<file path="src/rtl/d_grf_mp.sv">
// d_grf_mp: multi-port register file with scoreboard pending bits and write counter
//
// Ports:
//   clk            - single clock, all state updates on posedge
//   reset          - synchronous active-high reset (clears registers, pending bits, wcnt)
//   ra  [NR*AW]    - read addresses, port k at [k*AW +: AW]
//   rd  [NR*DW]    - combinational read data with same-cycle write bypass
//   rpend [NR]     - pending flag of the addressed register, after write bypass
//   we0/wa0/wd0    - write port 0 (older stage)
//   we1/wa1/wd1    - write port 1 (younger stage, wins on address collision)
//   iss_en/iss_a   - issue of a new producer, marks register iss_a pending
//   wcnt [32]      - running count of committed register writes (wraps)
module d_grf_mp #(
    parameter int DW = 32,
    parameter int AW = 5,
    parameter int NR = 2
) (
    input  logic             clk,
    input  logic             reset,
    input  logic [NR*AW-1:0] ra,
    output logic [NR*DW-1:0] rd,
    output logic [NR-1:0]    rpend,
    input  logic             we0,
    input  logic [AW-1:0]    wa0,
    input  logic [DW-1:0]    wd0,
    input  logic             we1,
    input  logic [AW-1:0]    wa1,
    input  logic [DW-1:0]    wd1,
    input  logic             iss_en,
    input  logic [AW-1:0]    iss_a,
    output logic [31:0]      wcnt
);
    localparam int DEPTH = 2**AW;

    // Zero at time zero so reads before the first reset are defined in simulation.
    logic [DW-1:0]    regs [DEPTH] = '{default: '0};
    logic [DEPTH-1:0] pend;
    logic [DEPTH-1:0] pend_nxt;
    logic             eff0;
    logic             eff1;
    logic             iss_eff;

    // Register 0 is hardwired: writes and issues to it are not effective.
    assign eff0    = we0 && wa0 != '0;
    assign eff1    = we1 && wa1 != '0;
    assign iss_eff = iss_en && iss_a != '0;

    // Writes clear pending bits; a same-cycle issue to the same address wins.
    always_comb begin
        pend_nxt = pend;
        if (eff0) pend_nxt[wa0] = 1'b0;
        if (eff1) pend_nxt[wa1] = 1'b0;
        if (iss_eff) pend_nxt[iss_a] = 1'b1;
    end

    always_ff @(posedge clk) begin
        if (reset) begin
            for (int i = 0; i < DEPTH; i++) regs[i] <= '0;
            pend <= '0;
            wcnt <= '0;
        end else begin
            // Port 1 is written last so it overrides port 0 on a collision.
            if (eff0) regs[wa0] <= wd0;
            if (eff1) regs[wa1] <= wd1;
            pend <= pend_nxt;
            wcnt <= wcnt + {31'b0, eff0} + {31'b0, eff1};
        end
    end

    for (genvar k = 0; k < NR; k++) begin : g_rd
        logic [AW-1:0] a;
        logic          wr_hit;
        logic          iss_hit;
        assign a       = ra[k*AW +: AW];
        assign wr_hit  = (eff1 && wa1 == a) || (eff0 && wa0 == a);
        assign iss_hit = iss_eff && iss_a == a;
        assign rd[k*DW +: DW] = a == '0             ? '0  :
                                eff1 && wa1 == a    ? wd1 :
                                eff0 && wa0 == a    ? wd0 :
                                regs[a];
        // A same-cycle write resolves the hazard unless a new producer is issued too.
        assign rpend[k] = a != '0 && pend[a] && !(wr_hit && !iss_hit);
    end
endmodule

</file>
<file path="config.mk">
export PLATFORM = sky130hd
export DESIGN_NAME = d_grf_mp
export DESIGN_NICKNAME = d
export VERILOG_FILES = /design/src/rtl/d_grf_mp.sv
export SDC_FILE = /design/constraint.sdc
export NUM_CORES = 2
export LEC_CHECK = 0
export BUFFER_PORTS_ARGS = -buffer_cell sky130_fd_sc_hd__buf_2
export CORE_MARGIN = 10
export CORE_UTILIZATION = 44
export CTS_CLUSTER_SIZE = 28
export DETAILED_ROUTE_END_ITERATION = 10
export PLACE_DENSITY_LB_ADDON = 0.25
export RECOVER_POWER = 25
export SKIP_LAST_GASP = 1
export SLEW_MARGIN = 20
export SYNTH_ARGS = -nofsm -noshare
export SYNTH_HDL_FRONTEND = slang
export SYNTH_SLANG_ARGS = --single-unit
</file>
<file path="constraint.sdc">
create_clock -name clk -period 4.21 [get_ports clk]
set_clock_uncertainty 0.2 [all_clocks]
set_input_delay 0.6315 -clock clk [delete_from_list [all_inputs] [get_ports clk]]
set_output_delay 0.6315 -clock clk [all_outputs]
set_load 0.01 [all_outputs]
</file>
# Word-level counts from Yosys, hierarchy flattened
# Memories as Yosys holds them, arrays and structs flattened.
# Index checks and enable logic that the tools add are counted.
# word_totals
out_inout_bits	98
wordCells	90
register_bits	64
inputBits	94
memories	1
ram_bits	1024
# classes
mux	33
bitwise_logic	5
magnitude_cmp	8
n_eq_ne	6
n_reduce_logical	33
add_sub_neg	2
# mem_list
name	words	word_bits	read_ports	rd_ports_with_merged_regs	write_ports	line	text
regs	32	32	2	0	32	36	logic [DW-1:0] regs [DEPTH] = '{default: '0};
# op_table
op	count
$mux W32	11
$add A32 B1 Y32	2
$and A32 B32 Y32	2
$not A32 Y32	2
$reduce_or A32 Y1	2
$or A32 B32 Y32	1
$eq A5 B5 Y1	6
$lt A5 B6 Y1 const B	5
$reduce_bool A5 Y1	5
$logic_and A1 B1 Y1	18
$demux W1 S5	3
$ge A5 B1 Y1 const B	3
$mux W1	15
$bmux W1 S5	2
$logic_not A5 Y1	2
$mux W5	2
$logic_not A1 Y1	4
$logic_or A1 B1 Y1	2

# Depth between registers and ports, before layout
# logic_depth
word_depth	11
ltp_mapped	13

# Worst setup path after synthesis
# No wires, ideal clock.
# synth_path
kind	input port to output port
start	input ra[0]
end	output rd[11]
path_stages	7
n_path_buf	3
setup_slack_ns	0.807
arrival_time_ns	2.571
cell_sequence	buf_4 buf_2 buf_2 mux4_2 mux4_2 nand2_1 nand4_1
# synth_via
elab_chain_cells	5
# synth_rtl
item	line	text
start: declaration	20	input logic [NR*AW-1:0] ra,
branches (longest 4 deep; another with $mem_v2 Z32 W32)	--	
$mux W32 (*)	77	assign rd[k*DW +: DW] = a == '0 ? '0 :
end: declaration	21	output logic [NR*DW-1:0] rd,
# Mark *: on every way between the ends.

==> results.cfg <==
[pwr]
seqPwrFrac = 0.462
p_sw_frac = 0.271
intPower_w = 0.0203
finalPower_w = 0.0278
powerDensity_nw_per_um2 = 388
leakagePower_nw = 24.5
comb_power_share = 0.149
power_switching_w = 0.00753
power_frac_clock = 0.389
ir_worst_vdd_mv = 0.427

[routing]
drc = 0
first_iter_violations = 8586
num_vias = 49300
ant_nets = 0
first_pass_iters = 6
routed_wl_mm = 279
wl_per_cell_um = 43.2
viasPerCell = 7.63

[global_routing]
antenna_found_initial = 16
overflow = 0
gr-usage-met2 = 0.498
grt_max_degree = 51
top_usage_layer = met2
grt_pass1_wl_mm = 381
gr-usage-met3 = 0.117
grt_usage = 0.340
grt_pass1_vias = 47700
grtUsageMet1 = 0.428

[yosys]
synth_cell_types = 67
ys_seq_elements = 1088
synth.cell_area_um2 = 63300
synth.avg_cell_area_um2 = 14.2
async_flop_share = 0
synth_top_flop_cell = edfxtp_1
postSynthCellCount = 4457
yosysWarningCount = 0
synth_edf_count = 1024
yosysSeqAreaShare = 0.506

[clocking]
cts.clk_slew.worst_paths_ns = 0.06
cts_buffers = 118
clock-root-buffer = clkbuf_16
htree_levels = 3
cts_tree = done
clk_latency_ns = 0.79
clk_path_buf_depth = 3
cts_sinks = 1088
postCtsSetupBuffers = 0
hold_buffers = 0

[place]
hpwl_mm = 172
dpl_cell_area_um2 = 67900
portBuffers = 191
routabilityCongestion = 0.957

[floorplanning]
die_w_um = 399
ios = 192
die_area_um2 = 159000
die_h_um = 399
core_um2 = 143000
start_util = 0.442
rows = 139

[critical_path]
cpMaxStageDelayCell = clkbuf_1
end_kind = flop
critPathKind = in2reg
critPathArrivalTime_ns = 4.46
max_stage_delay_ns = 1.88
crit_required_ns = 4.39
crit_path_cell_trace = clkbuf_1 -> buf_4 -> or3_2 -> clkbuf_2
cp-start-kind = input port
cp_max_fo = 39

[sta]
slew_violations = 171
fmax_ghz = 0.233
worst_slew_pin_slew_ns = 2.77
hold_viol_final = 0
finalSetupViolations = 68
worst_slack_ns = -0.0737
period_share = 1.02
fin_setup_tns_ns = -2.14
rsz0062_at_grt = true
slew_headroom = -0.849
post-route-min-period_ns = 4.28

[job]
cap_viol_max_count = 6

[final_layout]
postLayoutCoreUtil = 0.500
multiInputGateArea_um2 = 28800
area_delta_synth_final_pct = 13.2
layout_commonest_cell = edfxtp_1
num-fill-cells = 12100
layout_common_cells = 1024 x edfxtp_1, 995 x a22o_1, 528 x mux4_2, 237 x buf_4
seq_area_um2 = 32000
fin_area_um2 = 71700
layout-drive-gt1-share = 0.302
fin_nets = 4547

[min_path]
hp-class = in2reg

[outcome]
status = complete, but fails checks
violations = capacitance limit, slew limit, setup timing
## logic make-up after synthesis
family	after synthesis	synth area share
muxes	730	0.221
DFF	1088	0.506
buffers and inverters	730	0.0485
adders and majority gates	2	0.000514
and+or+nand+nor	520	0.0430
xor gates and xnor gates	57	0.00789
AOI/OAI and AO/OA	1329	0.173
other	1	0.0000592
## layout make-up
| class | instances | area share |
|---|---|---|
| repair buffers | 529 | 0.0607 |
| inverters | 44 | 0.00230 |
| multi-input cells | 2670 | 0.402 |
| flip-flops and latches | 1088 | 0.447 |
| well taps | 1903 | 0.0332 |
| diodes | 9 | 0.000314 |
| clock buffers | 148 | 0.0447 |
| clock inverters | 71 | 0.0103 |
## state kept, by name (all words and copies together) (netlist names)
| signal | cells |
|---|---|
| regs | 1024 |
| pend | 32 |
| wcnt | 32 |
## critical path: cells and delay by family
kind / cells / cell delay [ns]
buffers and inverters: 3 / 3.54
and+or+nand+nor: 1 / 0.23
## power groups by stage
stage	Clock (W)	Combinational, W	Sequential (W)
final	0.0108	0.00415	0.0128
after global routing	0.0112	0.00423	0.0129
after CTS	0.0108	0.00406	0.0128
after detailed placement	0	0.00404	0.0130
after global placement	0	0.00402	0.0130
after floorplan	0	0.00245	0.0129
## stage by stage
step           cells  hold slack (ns)  setup slack, ns
2_1_floorplan   4488            0.251            0.807
3_3_place_gp    6230            0.264           -0.149
3_5_place_dp    6233            0.269           -0.144
4_1_cts         6452           0.0808          0.00834
5_1_grt         6453            0.120          0.00220
6_report        6462            0.102          -0.0737
## what timing repair did
| action | in CTS | in global routing |
|---|---|---|
| cloned | 0 | 0 |
| setup endpoints to repair | 3 | 2 |
| pin swaps | 0 | 0 |
| gates resized for setup | 3 | 2 |
## per-layer routing
metal,part of all wire,wire [µm]
met5,0.00028,79
met4,0.078,21900
met2,0.43,121000
met3,0.15,41700
met1,0.34,94700
## synthesized netlist by cell type, types with 15 or more instances
| cell type | number | area share |
|---|---|---|
| mux4_2 | 528 | 0.19 |
| nor2b_1 | 54 | 0.0053 |
| inv_1 | 43 | 0.0025 |
| or3_1 | 25 | 0.0025 |
| a211oi_1 | 27 | 0.0032 |
| o31ai_1 | 20 | 0.0024 |
| a22oi_1 | 86 | 0.010 |
| nand4_1 | 29 | 0.0029 |
| clkbuf_1 | 424 | 0.025 |
| mux2_2 | 42 | 0.0075 |
| o21ai_0 | 36 | 0.0028 |
| nor3_1 | 29 | 0.0023 |
| dfxtp_1 | 64 | 0.020 |
| nand3_1 | 30 | 0.0024 |
| a21oi_1 | 76 | 0.0060 |
| o22ai_1 | 34 | 0.0034 |
| nor3_2 | 15 | 0.0024 |
| edfxtp_1 | 1024 | 0.49 |
| buf_4 | 29 | 0.0034 |
| nor2_1 | 153 | 0.0091 |
| xor2_1 | 36 | 0.0050 |
| buf_1 | 76 | 0.0045 |
| nand2_1 | 109 | 0.0065 |
| buf_2 | 148 | 0.012 |
| xnor2_1 | 21 | 0.0029 |
| a221oi_1 | 17 | 0.0024 |
| mux2i_1 | 160 | 0.025 |
| a22o_1 | 995 | 0.14 |
## worst paths after layout
kind | from | slack (ns) | depth (start not counted) | endpoint
worst max-delay path | reset | -0.07 | 4 | regs[15][8]
worst min-delay path | wd0[24] | 0.10 | 2 | regs[4][24]
worst max register to register | wcnt[0] | 0.80 | 10 | wcnt[30]
worst min register to register | pend[10] | 0.28 | 2 | pend[10]
(Power assumes the default switching activity.)
